--- config.mk ---
export PLATFORM = sky130hd
export DESIGN_NAME = bus_terminal_port_flat
export DESIGN_NICKNAME = d
export VERILOG_FILES = /design/src/rtl/bus_terminal_port_if.sv /design/src/rtl/bus_terminal_port.sv /design/src/flat_wrapper.sv
export SDC_FILE = /design/constraint.sdc
export NUM_CORES = 1
export LEC_CHECK = 0
export BUFFER_PORTS_ARGS = -buffer_cell sky130_fd_sc_hd__buf_2
export CAP_MARGIN = 20
export CORE_MARGIN = 2
export CORE_UTILIZATION = 45
export CTS_BUF_LIST = sky130_fd_sc_hd__clkbuf_8 sky130_fd_sc_hd__clkbuf_16
export DETAILED_ROUTE_END_ITERATION = 16
export SLEW_MARGIN = 20
export SYNTH_ARGS = -nofsm -noshare
export SYNTH_HDL_FRONTEND = slang
export SYNTH_SLANG_ARGS = --single-unit
export TNS_END_PERCENT = 50
--- constraint.sdc ---
create_clock -name clk -period 8.15 [get_ports clk]
set_clock_uncertainty 0.2 [all_clocks]
set_input_delay 0 -clock clk [delete_from_list [all_inputs] [get_ports clk]]
set_output_delay 0 -clock clk [all_outputs]
set_load 0.02 [all_outputs]
--- src/rtl/bus_terminal_port_if.sv ---
// Handshake bundle between a bus terminal port and its host/bus neighbours.
// The slave modport is the terminal itself; master is whoever drives it.
interface bus_terminal_port_if #(
  parameter int pckg_sz = 16
);
  logic               host_wr;
  logic [pckg_sz-1:0] host_wdata;
  logic               host_tx_full;
  logic               pndng;
  logic [pckg_sz-1:0] D_pop;
  logic               pop;
  logic               push;
  logic [pckg_sz-1:0] D_push;
  logic               host_rd;
  logic [pckg_sz-1:0] host_rdata;
  logic               host_rx_valid;
  logic [15:0]        rx_drop_cnt;
  logic [15:0]        rx_ovf_cnt;
  logic [15:0]        tx_ovf_cnt;

  modport slave (
    input  host_wr, host_wdata, pop, push, D_push, host_rd,
    output host_tx_full, pndng, D_pop, host_rdata, host_rx_valid,
           rx_drop_cnt, rx_ovf_cnt, tx_ovf_cnt
  );

  modport master (
    output host_wr, host_wdata, pop, push, D_push, host_rd,
    input  host_tx_full, pndng, D_pop, host_rdata, host_rx_valid,
           rx_drop_cnt, rx_ovf_cnt, tx_ovf_cnt
  );
endinterface

--- src/rtl/bus_terminal_port.sv ---
// Device-side bus terminal: a TX FIFO feeding the bus through pndng/pop/D_pop
// and an address-filtered RX FIFO fed by push/D_push. Both FIFOs are
// first-word-fall-through and show zero when empty.
module bus_terminal_port #(
  parameter int         pckg_sz   = 16,
  parameter int         fifo_size = 15,
  parameter logic [7:0] id        = 8'h00,
  parameter logic [7:0] broadcast = 8'hFF
) (
  input  logic                clk,
  input  logic                reset,
  bus_terminal_port_if.slave  bus
);

  localparam int PW = (fifo_size > 1) ? $clog2(fifo_size) : 1;
  localparam int CW = $clog2(fifo_size + 1);
  localparam logic [PW-1:0] PTR_LAST = PW'(fifo_size - 1);
  localparam logic [CW-1:0] CNT_FULL = CW'(fifo_size);

  // Storage is deliberately left out of reset; occupancy alone defines validity.
  logic [pckg_sz-1:0] tx_mem_q [fifo_size];
  logic [pckg_sz-1:0] rx_mem_q [fifo_size];

  logic [PW-1:0] tx_wr_ptr_q, tx_wr_ptr_d, tx_rd_ptr_q, tx_rd_ptr_d;
  logic [PW-1:0] rx_wr_ptr_q, rx_wr_ptr_d, rx_rd_ptr_q, rx_rd_ptr_d;
  logic [CW-1:0] tx_cnt_q, tx_cnt_d, rx_cnt_q, rx_cnt_d;
  logic [15:0]   tx_ovf_cnt_q, tx_ovf_cnt_d;
  logic [15:0]   rx_ovf_cnt_q, rx_ovf_cnt_d;
  logic [15:0]   rx_drop_cnt_q, rx_drop_cnt_d;

  logic       tx_full, tx_empty, tx_push, tx_pop;
  logic       rx_full, rx_empty, rx_push, rx_pop;
  logic [7:0] rx_dest;
  logic       rx_match;

  function automatic logic [PW-1:0] ptr_inc(input logic [PW-1:0] p);
    return (p == PTR_LAST) ? '0 : p + 1'b1;
  endfunction

  function automatic logic [15:0] sat_inc(input logic [15:0] c);
    return (c == 16'hFFFF) ? c : c + 16'd1;
  endfunction

  // Handshake qualification and next-state for both FIFOs and the event counters.
  always_comb begin
    tx_full  = (tx_cnt_q == CNT_FULL);
    tx_empty = (tx_cnt_q == '0);
    rx_full  = (rx_cnt_q == CNT_FULL);
    rx_empty = (rx_cnt_q == '0);

    // A pop frees a slot in the same edge, so a write to a full FIFO still lands.
    tx_pop  = bus.pop && !tx_empty;
    tx_push = bus.host_wr && (!tx_full || tx_pop);

    rx_dest  = bus.D_push[pckg_sz-1 -: 8];
    rx_match = bus.push && ((rx_dest == id) || (rx_dest == broadcast));
    rx_pop   = bus.host_rd && !rx_empty;
    rx_push  = rx_match && (!rx_full || rx_pop);

    tx_wr_ptr_d = tx_push ? ptr_inc(tx_wr_ptr_q) : tx_wr_ptr_q;
    tx_rd_ptr_d = tx_pop  ? ptr_inc(tx_rd_ptr_q) : tx_rd_ptr_q;
    rx_wr_ptr_d = rx_push ? ptr_inc(rx_wr_ptr_q) : rx_wr_ptr_q;
    rx_rd_ptr_d = rx_pop  ? ptr_inc(rx_rd_ptr_q) : rx_rd_ptr_q;

    tx_cnt_d = tx_cnt_q;
    case ({tx_push, tx_pop})
      2'b10:   tx_cnt_d = tx_cnt_q + 1'b1;
      2'b01:   tx_cnt_d = tx_cnt_q - 1'b1;
      default: tx_cnt_d = tx_cnt_q;
    endcase

    rx_cnt_d = rx_cnt_q;
    case ({rx_push, rx_pop})
      2'b10:   rx_cnt_d = rx_cnt_q + 1'b1;
      2'b01:   rx_cnt_d = rx_cnt_q - 1'b1;
      default: rx_cnt_d = rx_cnt_q;
    endcase

    tx_ovf_cnt_d  = (bus.host_wr && !tx_push) ? sat_inc(tx_ovf_cnt_q) : tx_ovf_cnt_q;
    rx_ovf_cnt_d  = (rx_match && !rx_push)    ? sat_inc(rx_ovf_cnt_q) : rx_ovf_cnt_q;
    rx_drop_cnt_d = (bus.push && !rx_match)   ? sat_inc(rx_drop_cnt_q) : rx_drop_cnt_q;
  end

  // Pointer, occupancy and counter registers with synchronous reset.
  always_ff @(posedge clk) begin
    if (reset) begin
      tx_wr_ptr_q   <= '0;
      tx_rd_ptr_q   <= '0;
      rx_wr_ptr_q   <= '0;
      rx_rd_ptr_q   <= '0;
      tx_cnt_q      <= '0;
      rx_cnt_q      <= '0;
      tx_ovf_cnt_q  <= '0;
      rx_ovf_cnt_q  <= '0;
      rx_drop_cnt_q <= '0;
    end else begin
      tx_wr_ptr_q   <= tx_wr_ptr_d;
      tx_rd_ptr_q   <= tx_rd_ptr_d;
      rx_wr_ptr_q   <= rx_wr_ptr_d;
      rx_rd_ptr_q   <= rx_rd_ptr_d;
      tx_cnt_q      <= tx_cnt_d;
      rx_cnt_q      <= rx_cnt_d;
      tx_ovf_cnt_q  <= tx_ovf_cnt_d;
      rx_ovf_cnt_q  <= rx_ovf_cnt_d;
      rx_drop_cnt_q <= rx_drop_cnt_d;
    end
  end

  // FIFO storage writes; handshakes in a reset cycle are ignored.
  always_ff @(posedge clk) begin
    if (!reset && tx_push) tx_mem_q[tx_wr_ptr_q] <= bus.host_wdata;
    if (!reset && rx_push) rx_mem_q[rx_wr_ptr_q] <= bus.D_push;
  end

  assign bus.pndng         = !tx_empty;
  assign bus.host_tx_full  = tx_full;
  assign bus.D_pop         = tx_empty ? '0 : tx_mem_q[tx_rd_ptr_q];
  assign bus.host_rx_valid = !rx_empty;
  assign bus.host_rdata    = rx_empty ? '0 : rx_mem_q[rx_rd_ptr_q];
  assign bus.tx_ovf_cnt    = tx_ovf_cnt_q;
  assign bus.rx_ovf_cnt    = rx_ovf_cnt_q;
  assign bus.rx_drop_cnt   = rx_drop_cnt_q;

endmodule

--- src/flat_wrapper.sv ---
// flat-port wrapper written by rule: the top's interface ports become plain ports
module bus_terminal_port_flat 
#(
  parameter int         pckg_sz   = 16,
  parameter int         fifo_size = 15,
  parameter logic [7:0] id        = 8'h00,
  parameter logic [7:0] broadcast = 8'hFF
)
  (clk, reset, bus_host_wr, bus_host_wdata, bus_pop, bus_push, bus_D_push, bus_host_rd, bus_host_tx_full, bus_pndng, bus_D_pop, bus_host_rdata, bus_host_rx_valid, bus_rx_drop_cnt, bus_rx_ovf_cnt, bus_tx_ovf_cnt);
  bus_terminal_port_if #(.pckg_sz(pckg_sz)) bus_i ();
  input  logic clk;
  input  logic reset;
  input wire logic [$bits(bus_i.host_wr)-1:0] bus_host_wr;
  input wire logic [$bits(bus_i.host_wdata)-1:0] bus_host_wdata;
  input wire logic [$bits(bus_i.pop)-1:0] bus_pop;
  input wire logic [$bits(bus_i.push)-1:0] bus_push;
  input wire logic [$bits(bus_i.D_push)-1:0] bus_D_push;
  input wire logic [$bits(bus_i.host_rd)-1:0] bus_host_rd;
  output wire logic [$bits(bus_i.host_tx_full)-1:0] bus_host_tx_full;
  output wire logic [$bits(bus_i.pndng)-1:0] bus_pndng;
  output wire logic [$bits(bus_i.D_pop)-1:0] bus_D_pop;
  output wire logic [$bits(bus_i.host_rdata)-1:0] bus_host_rdata;
  output wire logic [$bits(bus_i.host_rx_valid)-1:0] bus_host_rx_valid;
  output wire logic [$bits(bus_i.rx_drop_cnt)-1:0] bus_rx_drop_cnt;
  output wire logic [$bits(bus_i.rx_ovf_cnt)-1:0] bus_rx_ovf_cnt;
  output wire logic [$bits(bus_i.tx_ovf_cnt)-1:0] bus_tx_ovf_cnt;
  assign bus_i.host_wr = bus_host_wr;
  assign bus_i.host_wdata = bus_host_wdata;
  assign bus_i.pop = bus_pop;
  assign bus_i.push = bus_push;
  assign bus_i.D_push = bus_D_push;
  assign bus_i.host_rd = bus_host_rd;
  assign bus_host_tx_full = bus_i.host_tx_full;
  assign bus_pndng = bus_i.pndng;
  assign bus_D_pop = bus_i.D_pop;
  assign bus_host_rdata = bus_i.host_rdata;
  assign bus_host_rx_valid = bus_i.host_rx_valid;
  assign bus_rx_drop_cnt = bus_i.rx_drop_cnt;
  assign bus_rx_ovf_cnt = bus_i.rx_ovf_cnt;
  assign bus_tx_ovf_cnt = bus_i.tx_ovf_cnt;
  bus_terminal_port #(.pckg_sz(pckg_sz), .fifo_size(fifo_size), .id(id), .broadcast(broadcast)) u_core (.clk(clk), .reset(reset), .bus(bus_i));
endmodule
# Word-level counts from Yosys, hierarchy flattened
# Memories as Yosys holds them, arrays and structs flattened. A register that Yosys moved wholly into a read port is not among the register bits.
# Index checks and enable logic that the tools add are counted.
# word_totals
reg_bits,72
ramBits,480
in_bits,38
output_inout_bits,83
wordCells,84
n_memories,2
# classes
add_sub_neg,11
eq_ne,14
muxes,16
bitwise,3
reduce_logical,29
# mem_list
memory,depth,word_bits,read_ports,rd_ports_with_merged_regs,write_ports,line_no,source
u_core.rx_mem_q,15,16,1,1,1,bus_terminal_port.sv:22,logic [pckg_sz-1:0] rx_mem_q [fifo_size];
u_core.tx_mem_q,15,16,1,1,1,bus_terminal_port.sv:21,logic [pckg_sz-1:0] tx_mem_q [fifo_size];
# op_table
operator,n
$add A16 B1 Y16 const B,3
$eq A16 B16 Y1 const B,3
$mux W16,2
$mux W4,8
$add A4 B1 Y4 const B,6
$eq A4 B4 Y1 const B,6
$pmux W4 S2,2
$logic_and A1 B1 Y1,10
$eq A8 B8 Y1 const B,1
$logic_not A1 Y1,8
$logic_not A4 Y1,2
$logic_not A8 Y1,1
$sub A4 B1 Y4 const B,2
$reduce_and A2 Y1,3
$eq A2 B1 Y1 const B,2
$eq A2 B2 Y1 const B,2
$mux W1,4
$reduce_bool A2 Y1,2
$logic_or A1 B1 Y1,3
$not A1 Y1,3

# Logic depth before layout (Yosys ltp)
# depth
depth_word,8
mapped_depth,11

# Worst setup path before layout
# Ideal clock, no wire load.
# synth_timing
kind,reg2reg
from,register u_core.tx_cnt_q[1]
to,memory u_core.tx_mem_q[0][0] (enable)
setup_ns,0.409
arrival_time_ns,2.368
slack_ns,5.173
stages_incl_launch_ff,5
path_buffers,0
period_less_slack_ns,2.977
cell_sequence,dfxtp_1 > nand4_1 > o21ai_0 > or4_1 > nor3_1
# synth_via
elab_chain_cells,8
# synth_rtl
element,line_no,source
from (decl),bus_terminal_port.sv:26,"logic [CW-1:0] tx_cnt_q, tx_cnt_d, rx_cnt_q, rx_cnt_d;"
from (signal assigned),bus_terminal_port.sv:101,tx_cnt_q <= tx_cnt_d;
$logic_not A4 Y1,bus_terminal_port.sv:47,tx_empty = (tx_cnt_q == '0);
$logic_not A1 Y1,bus_terminal_port.sv:52,tx_pop = bus.pop && !tx_empty;
$logic_and A1 B1 Y1,bus_terminal_port.sv:52,
$logic_or A1 B1 Y1 (*),bus_terminal_port.sv:53,tx_push = bus.host_wr && (!tx_full || tx_pop);
$logic_and A1 B1 Y1 (*),bus_terminal_port.sv:53,
$logic_and A1 B1 Y1 (*),bus_terminal_port.sv:111,if (!reset && tx_push) tx_mem_q[tx_wr_ptr_q] <= bus.host_wdata;
$mux W1 (*),bus_terminal_port.sv:111,
$mux W1 (not written as such) (*),bus_terminal_port.sv:111,
to (decl),bus_terminal_port.sv:21,
# Every way passes the cells marked *; elsewhere a longest branch is shown, timed or not.

==> flow_metrics.tcl <==
set metrics [dict create \
    gp_congestion 0.732 \
    syn_to_final_growth_pct 16.8 \
    dieArea_sq_mm 0.0520 \
    cts_root_buffer "clkbuf_16" \
    instances_no_fill 2195 \
    clkTransAtPathRegs_ns 0.06 \
    grt.total_usage_pct 18.5 \
    finalHoldViolations 0 \
    synthArstFlopShare_pct 0 \
    seq_area_frac_synth_pct 70.9 \
    crit_path_start_kind "flip-flop" \
    rsz0062_at_grt "no" \
    period_share_pct 46.1 \
    hold_class "input pin to flip-flop" \
    std_cell_rows 82 \
    required_ns 7.95 \
    slew_violations 0 \
    powerDensity_mw_per_mm2 262 \
    cp-end-kind "primary output" \
    place_hpwl_mm 27.9 \
    clock_sinks 560 \
    initial_core_util_pct 45.3 \
    wirelength_mm 48.0 \
    ios 121 \
    vdd_ir_drop_max_uv 210 \
    ys_seq_elements 560 \
    power_mw 6.91 \
    synth_edf_count 480 \
    final_nets 1521 \
    place_inst 2046 \
    max-slew-margin-rel_pct 24.9 \
    wl_per_cell_microns 21.9 \
    hold_start "bus_host_wdata[7]" \
    numCtsBuffers 59 \
    timing.rr.start "u_core.rx_cnt_q[0]" \
    worst-endpoint-arrival_ns 3.56 \
    clock.fmax_mhz 266 \
    status "completed" \
    synth_cells 1292 \
    worstPathCellList "buf_4 > mux4_2 > mux4_2 > and2_1 > buf_2" \
    cts_setup_buffers 0 \
    die_h_microns 228 \
    die_w_microns 228 \
    period_needed_ns 3.76 \
    grt.overflow.total 0 \
    maxCapViolCount 0 \
    numPortBuffers 120 \
    core_sq_mm 0.0499 \
    whs_ns 0.0677 \
    fill_cells 4043 \
    drtIter0Drc 858 \
    final_common_cell "edfxtp_1" \
    drc_errors 0 \
    crit_path_frequent_cell "mux4_2" \
    avgViaCountPerCell 5.53 \
    worstSetupPathType "flip-flop to primary output" \
    postSynthAreaPerCell_sq_um 17.5 \
    fin_tns_setup_ns 0 \
    cts-htree-levels 2 \
    worstPathMaxFanout 49 \
    first_pass_iters 5 \
    antenna_found_initial 1 \
    leakage_nw 8.52 \
    vias 12100 \
    synth_area_sq_mm 0.0226 \
    critPathMaxStageDelay_ns 0.81 \
    synth_fp_nets 1339 \
    grt_max_degree 81 \
    cts_buffer_depth 3 \
    grt_pass1_wl_mm 73.7 \
    tightest_slew_ns 1.13 \
    layout-drive-gt1-share_pct 27.5 \
    setup_viol_count_final 0 \
    grt_pass1_vias 12200 \
    slowest_stage "buf_4" \
    cts_resized 0 \
    clock_latency_ns 0.63 \
    postRouteAntennaNets 0 \
    synth.distinct_cells 64 \
    synth_top_flop_cell "edfxtp_1" \
    final_cell_mix "edfxtp_1, mux4_2, buf_2" \
    cts_tree "yes" \
    yosysWarnings 0 \
    ctsHoldBuffers 39 \
]
## Yosys cell counts (3+ instances only)
cell type	number	area share [%]
buf_2	10	0.22
mux2_2	5	0.25
nand2_1	63	1.0
a21o_1	3	0.10
buf_4	10	0.33
and4_1	4	0.16
a21oi_1	52	1.2
clkbuf_1	38	0.63
xor2_1	11	0.43
edfxtp_1	480	64
nand3_1	15	0.33
nand2b_1	3	0.083
inv_1	15	0.25
nand3b_1	5	0.17
nand4b_1	5	0.19
ha_1	7	0.39
dfxtp_1	80	7.1
xnor2_1	4	0.16
buf_1	4	0.066
mux4_2	128	13
nor4_1	4	0.11
and2_1	39	1.1
nand4_1	19	0.53
or3_1	8	0.22
mux2i_1	39	1.7
nor2b_1	8	0.22
a311oi_1	4	0.16
or4_1	22	0.73
or2_2	3	0.083
nor2_1	61	1.0
o21ai_0	52	1.2
nor3_1	16	0.35
o211ai_1	6	0.20
o31ai_1	20	0.66
and3_1	8	0.22
buf_6	7	0.35
## power breakdown
part           leakage (nW)  internal, mW  switching (mW)  total (mW)
Clock                 0.984          1.54            1.12        2.67
Combinational          2.57         0.467           0.568        1.03
Sequential             4.97          3.14          0.0658        3.21
## worst max-delay path, delay by kind of cell, from the launching register on
| family | cells | cell delay, ns |
|---|---|---|
| buffers and inverters | 2 | 0.98 |
| flip-flops | 1 | 0.55 |
| multiplexers | 2 | 1.12 |
| AND/OR/NAND/NOR | 1 | 0.21 |
## sequential cells by signal, summed over array words and instances, names as in the netlist, named ones only
| signal | flops |
|---|---|
| u_core.bus.rx_drop_cnt | 16 |
| u_core.bus.rx_ovf_cnt | 16 |
| u_core.tx_wr_ptr_q | 4 |
| u_core.tx_cnt_q | 4 |
| u_core.bus.tx_ovf_cnt | 16 |
| u_core.rx_wr_ptr_q | 4 |
| u_core.tx_rd_ptr_q | 4 |
| u_core.rx_mem_q | 240 |
| u_core.rx_rd_ptr_q | 4 |
| u_core.rx_cnt_q | 4 |
| u_core.tx_mem_q | 240 |
## per-stage QoR
step | setup WS, ns | area, sq um | util (%)
floorplan | 5.17 | 22600 | -
global placement | 4.76 | 24000 | 48.1
detailed placement | 4.73 | 24000 | 48.2
CTS | 4.29 | 26400 | 52.9
global route | 4.19 | 26400 | 52.9
finish | 4.39 | 26400 | 52.9
## cell type report
class                           count  area, sq um  area share (%)
Antenna cell                        1         2.50         0.00949
Clock inverter                     50          474            1.80
Multi-Input combinational cell    647         6260            23.7
Clock buffer                       59         1480            5.60
Timing Repair Buffer              191         1240            4.71
Tap cell                          672          841            3.19
Sequential cell                   560        16000            60.8
Inverter                           15         56.3           0.213
## worst paths after layout
kind	cells after the start	endpoint	slack [ns]
max reg2reg	10	u_core.rx_cnt_q[3]	4.73
min	2	u_core.tx_mem_q[11][7]	0.07
max	5	bus_host_rdata[5]	4.39
min reg2reg	2	u_core.bus.rx_ovf_cnt[11]	0.31
## layer usage
layer / routed length (microns) / track usage (%) / vias up
li1: - / - / 5564
met1: 20400 / 24.7 / 6226
met2: 24300 / 31.4 / 275
met3: 2090 / 2.95 / 72
met4: 1170 / 5.88 / 0
met5: 0 / 0 / -
## cell families (layout without fill, tap and decap cells)
kind of cell               count (synthesis)  count (layout)  share of synthesized area, %
xor gates and xnor gates                  15              15                         0.582
AOI/OAI and AO/OA                        152             152                          4.01
DFF                                      560             560                          70.9
adders and majority gates                  9               9                         0.565
muxes                                    174             174                          14.8
and+or+nand+nor                          297             297                          7.19
other                                      0               1                             0
buffers and inverters                     85             315                          1.89
No activity file was read; power rests on OpenSTA's default activity.
